### config.mk
export PLATFORM = sky130hd
export DESIGN_NAME = triangle_timer_ctrl
export DESIGN_NICKNAME = d
export VERILOG_FILES = /design/src/rtl/apu_pkg.sv /design/src/rtl/apu_length_counter.sv /design/src/rtl/triangle_timer_ctrl.sv
export SDC_FILE = /design/constraint.sdc
export NUM_CORES = 1
export LEC_CHECK = 0
export ABC_AREA = 0
export BUFFER_PORTS_ARGS = -buffer_cell sky130_fd_sc_hd__buf_2
export CORE_ASPECT_RATIO = 2
export CORE_MARGIN = 2
export CORE_UTILIZATION = 45
export CTS_CLUSTER_SIZE = 8
export DETAILED_ROUTE_END_ITERATION = 16
export MAX_ROUTING_LAYER = met4
export PLACE_DENSITY = 0.59
export SETUP_SLACK_MARGIN = 0.3
export SLEW_MARGIN = 20
export SYNTH_ARGS = -nofsm -noshare
export SYNTH_HDL_FRONTEND = slang
export SYNTH_SLANG_ARGS = --single-unit
### constraint.sdc
create_clock -name iClk -period 3.08 [get_ports iClk]
set_input_delay 0.308 -clock iClk [delete_from_list [all_inputs] [get_ports iClk]]
set_output_delay 0.308 -clock iClk [all_outputs]
set_load 0.01 [all_outputs]
### src/rtl/apu_pkg.sv
// Shared APU definitions: register addresses, counter widths and the length lookup table.
// Imported by the triangle channel and by the reusable length counter.
package apu_pkg;

    localparam int PERIOD_W = 11;
    localparam int LIN_W    = 7;
    localparam int LEN_W    = 8;

    localparam logic [1:0] TRI_LINEAR = 2'd0;
    localparam logic [1:0] TRI_LO     = 2'd2;
    localparam logic [1:0] TRI_HI     = 2'd3;

    // Index is the 5-bit field d[7:3] of the channel's high/length register write.
    localparam logic [LEN_W-1:0] LEN_TABLE [0:31] = '{
        8'd10,  8'd254, 8'd20, 8'd2,  8'd40, 8'd4,  8'd80, 8'd6,
        8'd160, 8'd8,   8'd60, 8'd10, 8'd14, 8'd12, 8'd26, 8'd14,
        8'd12,  8'd16,  8'd24, 8'd18, 8'd48, 8'd20, 8'd96, 8'd22,
        8'd192, 8'd24,  8'd72, 8'd26, 8'd16, 8'd28, 8'd32, 8'd30
    };

    function automatic logic [LEN_W-1:0] len_lookup(input logic [4:0] idx);
        return LEN_TABLE[idx];
    endfunction

    typedef struct packed {
        logic                control;
        logic [LIN_W-1:0]    reload_val;
        logic [PERIOD_W-1:0] period;
    } tri_regs_t;

endpackage

### src/rtl/apu_length_counter.sv
// APU length counter: table load, halt, half-frame decrement and channel-enable clear.
// Shared by the pulse, triangle and noise channels.
module apu_length_counter
    import apu_pkg::*;
(
    input  logic             iClk,
    input  logic             iReset,
    input  logic             iEnable,
    input  logic             iHalt,
    input  logic             iHalfFrame,
    input  logic             iLoad,
    input  logic [4:0]       iLoadIdx,
    output logic [LEN_W-1:0] oLength,
    output logic             oActive
);

    logic [LEN_W-1:0] r_length;

    // A disabled channel clears the counter and ignores loads; a load beats a same-cycle decrement.
    // NOTE: sequential state uses non-blocking (<=) so every register samples pre-edge values.
    always_ff @(posedge iClk) begin
        if (iReset) begin
            r_length <= '0;
        end else if (!iEnable) begin
            r_length <= '0;
        end else if (iLoad) begin
            r_length <= len_lookup(iLoadIdx);
        end else if (iHalfFrame && !iHalt && (r_length != '0)) begin
            r_length <= r_length - 1'b1;
        end
    end

    assign oLength = r_length;
    assign oActive = (r_length != '0);

endmodule

### src/rtl/triangle_timer_ctrl.sv
// Triangle channel control: register file, period timer, linear counter and length counter.
// oStep is a one-cycle pulse that advances the triangle sequencer.
module triangle_timer_ctrl
    import apu_pkg::*;
#(
    parameter int MIN_PERIOD = 2
) (
    input  logic       iClk,
    input  logic       iReset,
    input  logic       iCpuTick,
    input  logic       iQuarterFrame,
    input  logic       iHalfFrame,
    input  logic       iWrEn,
    input  logic [1:0] iAddr,
    input  logic [7:0] iWrData,
    input  logic       iChanEnable,
    output logic       oStep,
    output logic       oLengthActive
);

    tri_regs_t            r_regs;
    logic [PERIOD_W-1:0]  r_timer;
    logic [LIN_W-1:0]     r_linear;
    logic                 r_reload_flag;
    logic                 r_step;

    logic                 w_wr_linear;
    logic                 w_wr_lo;
    logic                 w_wr_hi;
    logic [LEN_W-1:0]     w_length;
    logic                 w_length_active;
    logic                 w_period_ok;
    logic                 w_step_gate;

    // NOTE: every always_comb output gets a default first so no path infers a latch.
    always_comb begin
        w_wr_linear = 1'b0;
        w_wr_lo     = 1'b0;
        w_wr_hi     = 1'b0;
        if (iWrEn) begin
            case (iAddr)
                TRI_LINEAR: w_wr_linear = 1'b1;
                TRI_LO:     w_wr_lo     = 1'b1;
                TRI_HI:     w_wr_hi     = 1'b1;
                default:    ;
            endcase
        end
    end

    always_ff @(posedge iClk) begin
        if (iReset) begin
            r_regs <= '0;
        end else begin
            if (w_wr_linear) begin
                r_regs.control    <= iWrData[7];
                r_regs.reload_val <= iWrData[6:0];
            end
            if (w_wr_lo) begin
                r_regs.period[7:0] <= iWrData;
            end
            if (w_wr_hi) begin
                r_regs.period[10:8] <= iWrData[2:0];
            end
        end
    end

    // Periods below MIN_PERIOD would be ultrasonic; MIN_PERIOD of 0 never suppresses.
    assign w_period_ok = (int'(r_regs.period) >= MIN_PERIOD);
    assign w_step_gate = (r_linear != '0) && (w_length != '0) && w_period_ok;

    always_ff @(posedge iClk) begin
        if (iReset) begin
            r_timer <= '0;
            r_step  <= 1'b0;
        end else begin
            r_step <= 1'b0;
            if (iCpuTick) begin
                if (r_timer == '0) begin
                    r_timer <= r_regs.period;
                    r_step  <= w_step_gate;
                end else begin
                    r_timer <= r_timer - 1'b1;
                end
            end
        end
    end

    // A high-register write issued alongside a quarter frame still leaves the reload flag set.
    always_ff @(posedge iClk) begin
        if (iReset) begin
            r_linear      <= '0;
            r_reload_flag <= 1'b0;
        end else begin
            if (iQuarterFrame) begin
                if (r_reload_flag) begin
                    r_linear <= r_regs.reload_val;
                end else if (r_linear != '0) begin
                    r_linear <= r_linear - 1'b1;
                end
                if (!r_regs.control) begin
                    r_reload_flag <= 1'b0;
                end
            end
            if (w_wr_hi) begin
                r_reload_flag <= 1'b1;
            end
        end
    end

    apu_length_counter u_len (
        .iClk       (iClk),
        .iReset     (iReset),
        .iEnable    (iChanEnable),
        .iHalt      (r_regs.control),
        .iHalfFrame (iHalfFrame),
        .iLoad      (w_wr_hi),
        .iLoadIdx   (iWrData[7:3]),
        .oLength    (w_length),
        .oActive    (w_length_active)
    );

    assign oStep         = r_step;
    assign oLengthActive = w_length_active;

endmodule

==> results.json <==
{
  "run_status": "finished with violations",
  "failed_checks": "DRC",
  "place.gp.congestion": 0.875,
  "drt-pass1-iter-count": 10,
  "ys.flop_type": "dfxtp_1",
  "required_ps": 3250,
  "r2r_slack_ps": 700,
  "root_buffer": "clkbuf_16",
  "worstMarginPinSlew_ps": 629,
  "synth.top_cell.area_share_pct": 35.0,
  "drtIter0Drc": 81,
  "cts_tree": "done",
  "post-route-cell-area_um2": 2960,
  "vias": 2401,
  "p_leak_nw": 1.18,
  "finClkSkew_ps": 2.85,
  "preCtsSetupSlack_ps": 743,
  "slowest_stage": "or4_4",
  "crit_type": "register to register",
  "antenna_left": 0,
  "ys_ff_latch": 47,
  "cts_max_path_buffers": 2,
  "path_cells": "inv_1, ha_1, or4b_4, or4_4, mux2_4, a22oi_1, nor2_1",
  "wl_um": 6670,
  "ctsResizeCount": 0,
  "synth_mux_area_share_pct": 7.64,
  "final_max_slew_viol_count": 0,
  "hold_viol_final": 0,
  "ir_worst_vdd_mv": 0.590,
  "postCtsSetupRepairBufs": 0,
  "clock_latency_ps": 290,
  "synth_compound_area_share_pct": 20.5,
  "arrival_ps": 2550,
  "critPathLaunchType": "register",
  "critPathMaxStageDelay_ps": 560,
  "htree_num_levels": 2,
  "grt_max_degree": 29,
  "ys_types": 52,
  "clock-sinks": 47,
  "drc": 1,
  "setup_violations": 0,
  "synthXorXnorAreaFrac_pct": 2.28,
  "end_kind": "register",
  "wl_per_cell_um": 16.6,
  "dpl.hpwl_um": 5090,
  "finalPower_w": 0.00257,
  "path_max_fanout": 8,
  "syn_inst": 331,
  "synthTopCellsByArea": "dfxtp_1, mux2i_1, nor2_1",
  "postPlaceCellArea_um2": 2790,
  "diodes": 0,
  "synth_edf_count": 0,
  "antenna_found_initial": 0,
  "ys_seq_area_share_pct": 35.0,
  "initial_utilization_pct": 46.6,
  "io_pins": 19,
  "port_buffers": 18,
  "synth_area_um2": 2690,
  "period_share_pct": 77.2,
  "yosys.area_share.simple_pct": 24.0,
  "finalNetCount": 369,
  "synth.most_common_cell": "dfxtp_1",
  "die_y_um": 113,
  "drive_above_1_share_pct": 12.0,
  "max_cap_viol_count": 0,
  "fin_cells": 402,
  "synthAdderAreaFrac_pct": 5.59,
  "die-area_um2": 6640,
  "setup_ws_ps": 702,
  "slew_headroom_pct": 57.7,
  "die_w_um": 58.6,
  "synth_top_family_by_area": "simple AND/OR/NAND/NOR gates",
  "rows": 39,
  "finalCriticalPeriod_ps": 2380,
  "grt_pass1_vias": 2344,
  "grt.total_usage_pct": 22.5,
  "synth_fp_nets": 360,
  "yosysWarnings": 0,
  "hold_path_class": "input port to register",
  "grt_setup_unrepaired": "false",
  "grt.overflow.total": 0,
  "synthToLayoutAreaGrowth_pct": 10.3,
  "viasPerCell": 5.97,
  "synthArstFlopShare_pct": 0,
  "hold_buffers": 0,
  "cts_made_buffers": 5,
  "clk_pin_slew_worst_paths_ps": 60,
  "yosys.area.top_type": "dfxtp_1",
  "avgSynthCellArea_um2": 8.11,
  "synth_top_cells_by_count": "dfxtp_1, nor2_1, nand2_1, o21ai_0, a21oi_1",
  "placedCellCount": 394,
  "fin_setup_tns_ps": 0,
  "fmax_mhz": 420,
  "grt_pass1_wl_um": 11100,
  "core_area_um2": 5760,
  "cellPowerDensity_nw_per_um2": 868
}
## registers in the layout, summed over array words and instances, names as in the netlist
register	cells
r_regs	19
oStep	1
r_reload_flag	1
r_linear	7
u_len.oLength	8
r_timer	11
## final cells by class
cell class                 count  area, µm²
clock buffer                   5        125
tap                           61       76.3
timing repair buffer          21        113
clock inverter                 3       43.8
multi-input combinational    251       1610
sequential                    47        941
inverter                      14       52.6
fill                         585       2800
## path summary, 6_finish.rpt
check                             to                    start  depth (start not counted)
max          r_timer[3]$_SDFFE_PP0P_  r_timer[0]$_SDFFE_PP0P_                          7
min           r_regs[8]$_SDFFE_PP0P_               iWrData[0]                          3
max reg2reg  r_timer[3]$_SDFFE_PP0P_  r_timer[0]$_SDFFE_PP0P_                          7
min reg2reg   r_regs[8]$_SDFFE_PP0P_   r_regs[8]$_SDFFE_PP0P_                          2
## worst max-delay path: cells and delay by family, from the launching register on
family          cells  cell delay [ps]
buf+inv             1              120
compound gates      1              150
mux                 1              320
simple gates        3             1120
fa+ha+maj           1              190
flops               1              350
## cell usage in the layout, fill, tap and decap left out, drive strengths merged, types with 3 or more instances in the layout
| master | instances |
|---|---|
| nand3 | 7 |
| nor3 | 5 |
| ha | 12 |
| buf | 21 |
| inv | 14 |
| o21ai | 23 |
| clkbuf | 5 |
| a221oi | 3 |
| nor2 | 46 |
| or4b | 3 |
| a31oi | 4 |
| nand2 | 26 |
| o31ai | 5 |
| nor4 | 6 |
| nand3b | 5 |
| nand2b | 5 |
| mux2i | 19 |
| o22ai | 4 |
| a21oi | 21 |
| nor2b | 5 |
| o21a | 3 |
| a211oi | 4 |
| dfxtp | 47 |
| or4 | 6 |
| xor2 | 5 |
| a22oi | 7 |
## report_power, final
part,switching (W),internal (W)
combinational,0.000627,0.000495
sequential,0.000117,0.000713
clock,0.000237,0.000383
total,0.000981,0.00159
## logic make-up after synthesis
logic type	after synthesis
flip-flops	47
AO/OA/AOI/OAI	86
buffers and inverters	33
adder cells (fa/ha/maj)	12
multiplexers	20
AND/OR/NAND/NOR	126
XOR/XNOR	7
## metal layers
layer	global-route usage [%]	vias to the layer above	wire (µm)	share of wire (%)
met4	11.4	0	282	4.2
met5	-	-	0	0
met1	22.0	1145	2490	37
li1	-	1211	-	-
met2	41.1	28	3760	56
met3	3.43	17	135	2.0
## per-stage QoR
stage          hold WS [ps]  util, %
5_1_grt                 288     51.5
6_report                288     51.5
4_1_cts                 278     51.5
2_1_floorplan           444        -
3_5_place_dp            469     48.5
3_3_place_gp            465     48.5
(Power assumes the default switching activity.)
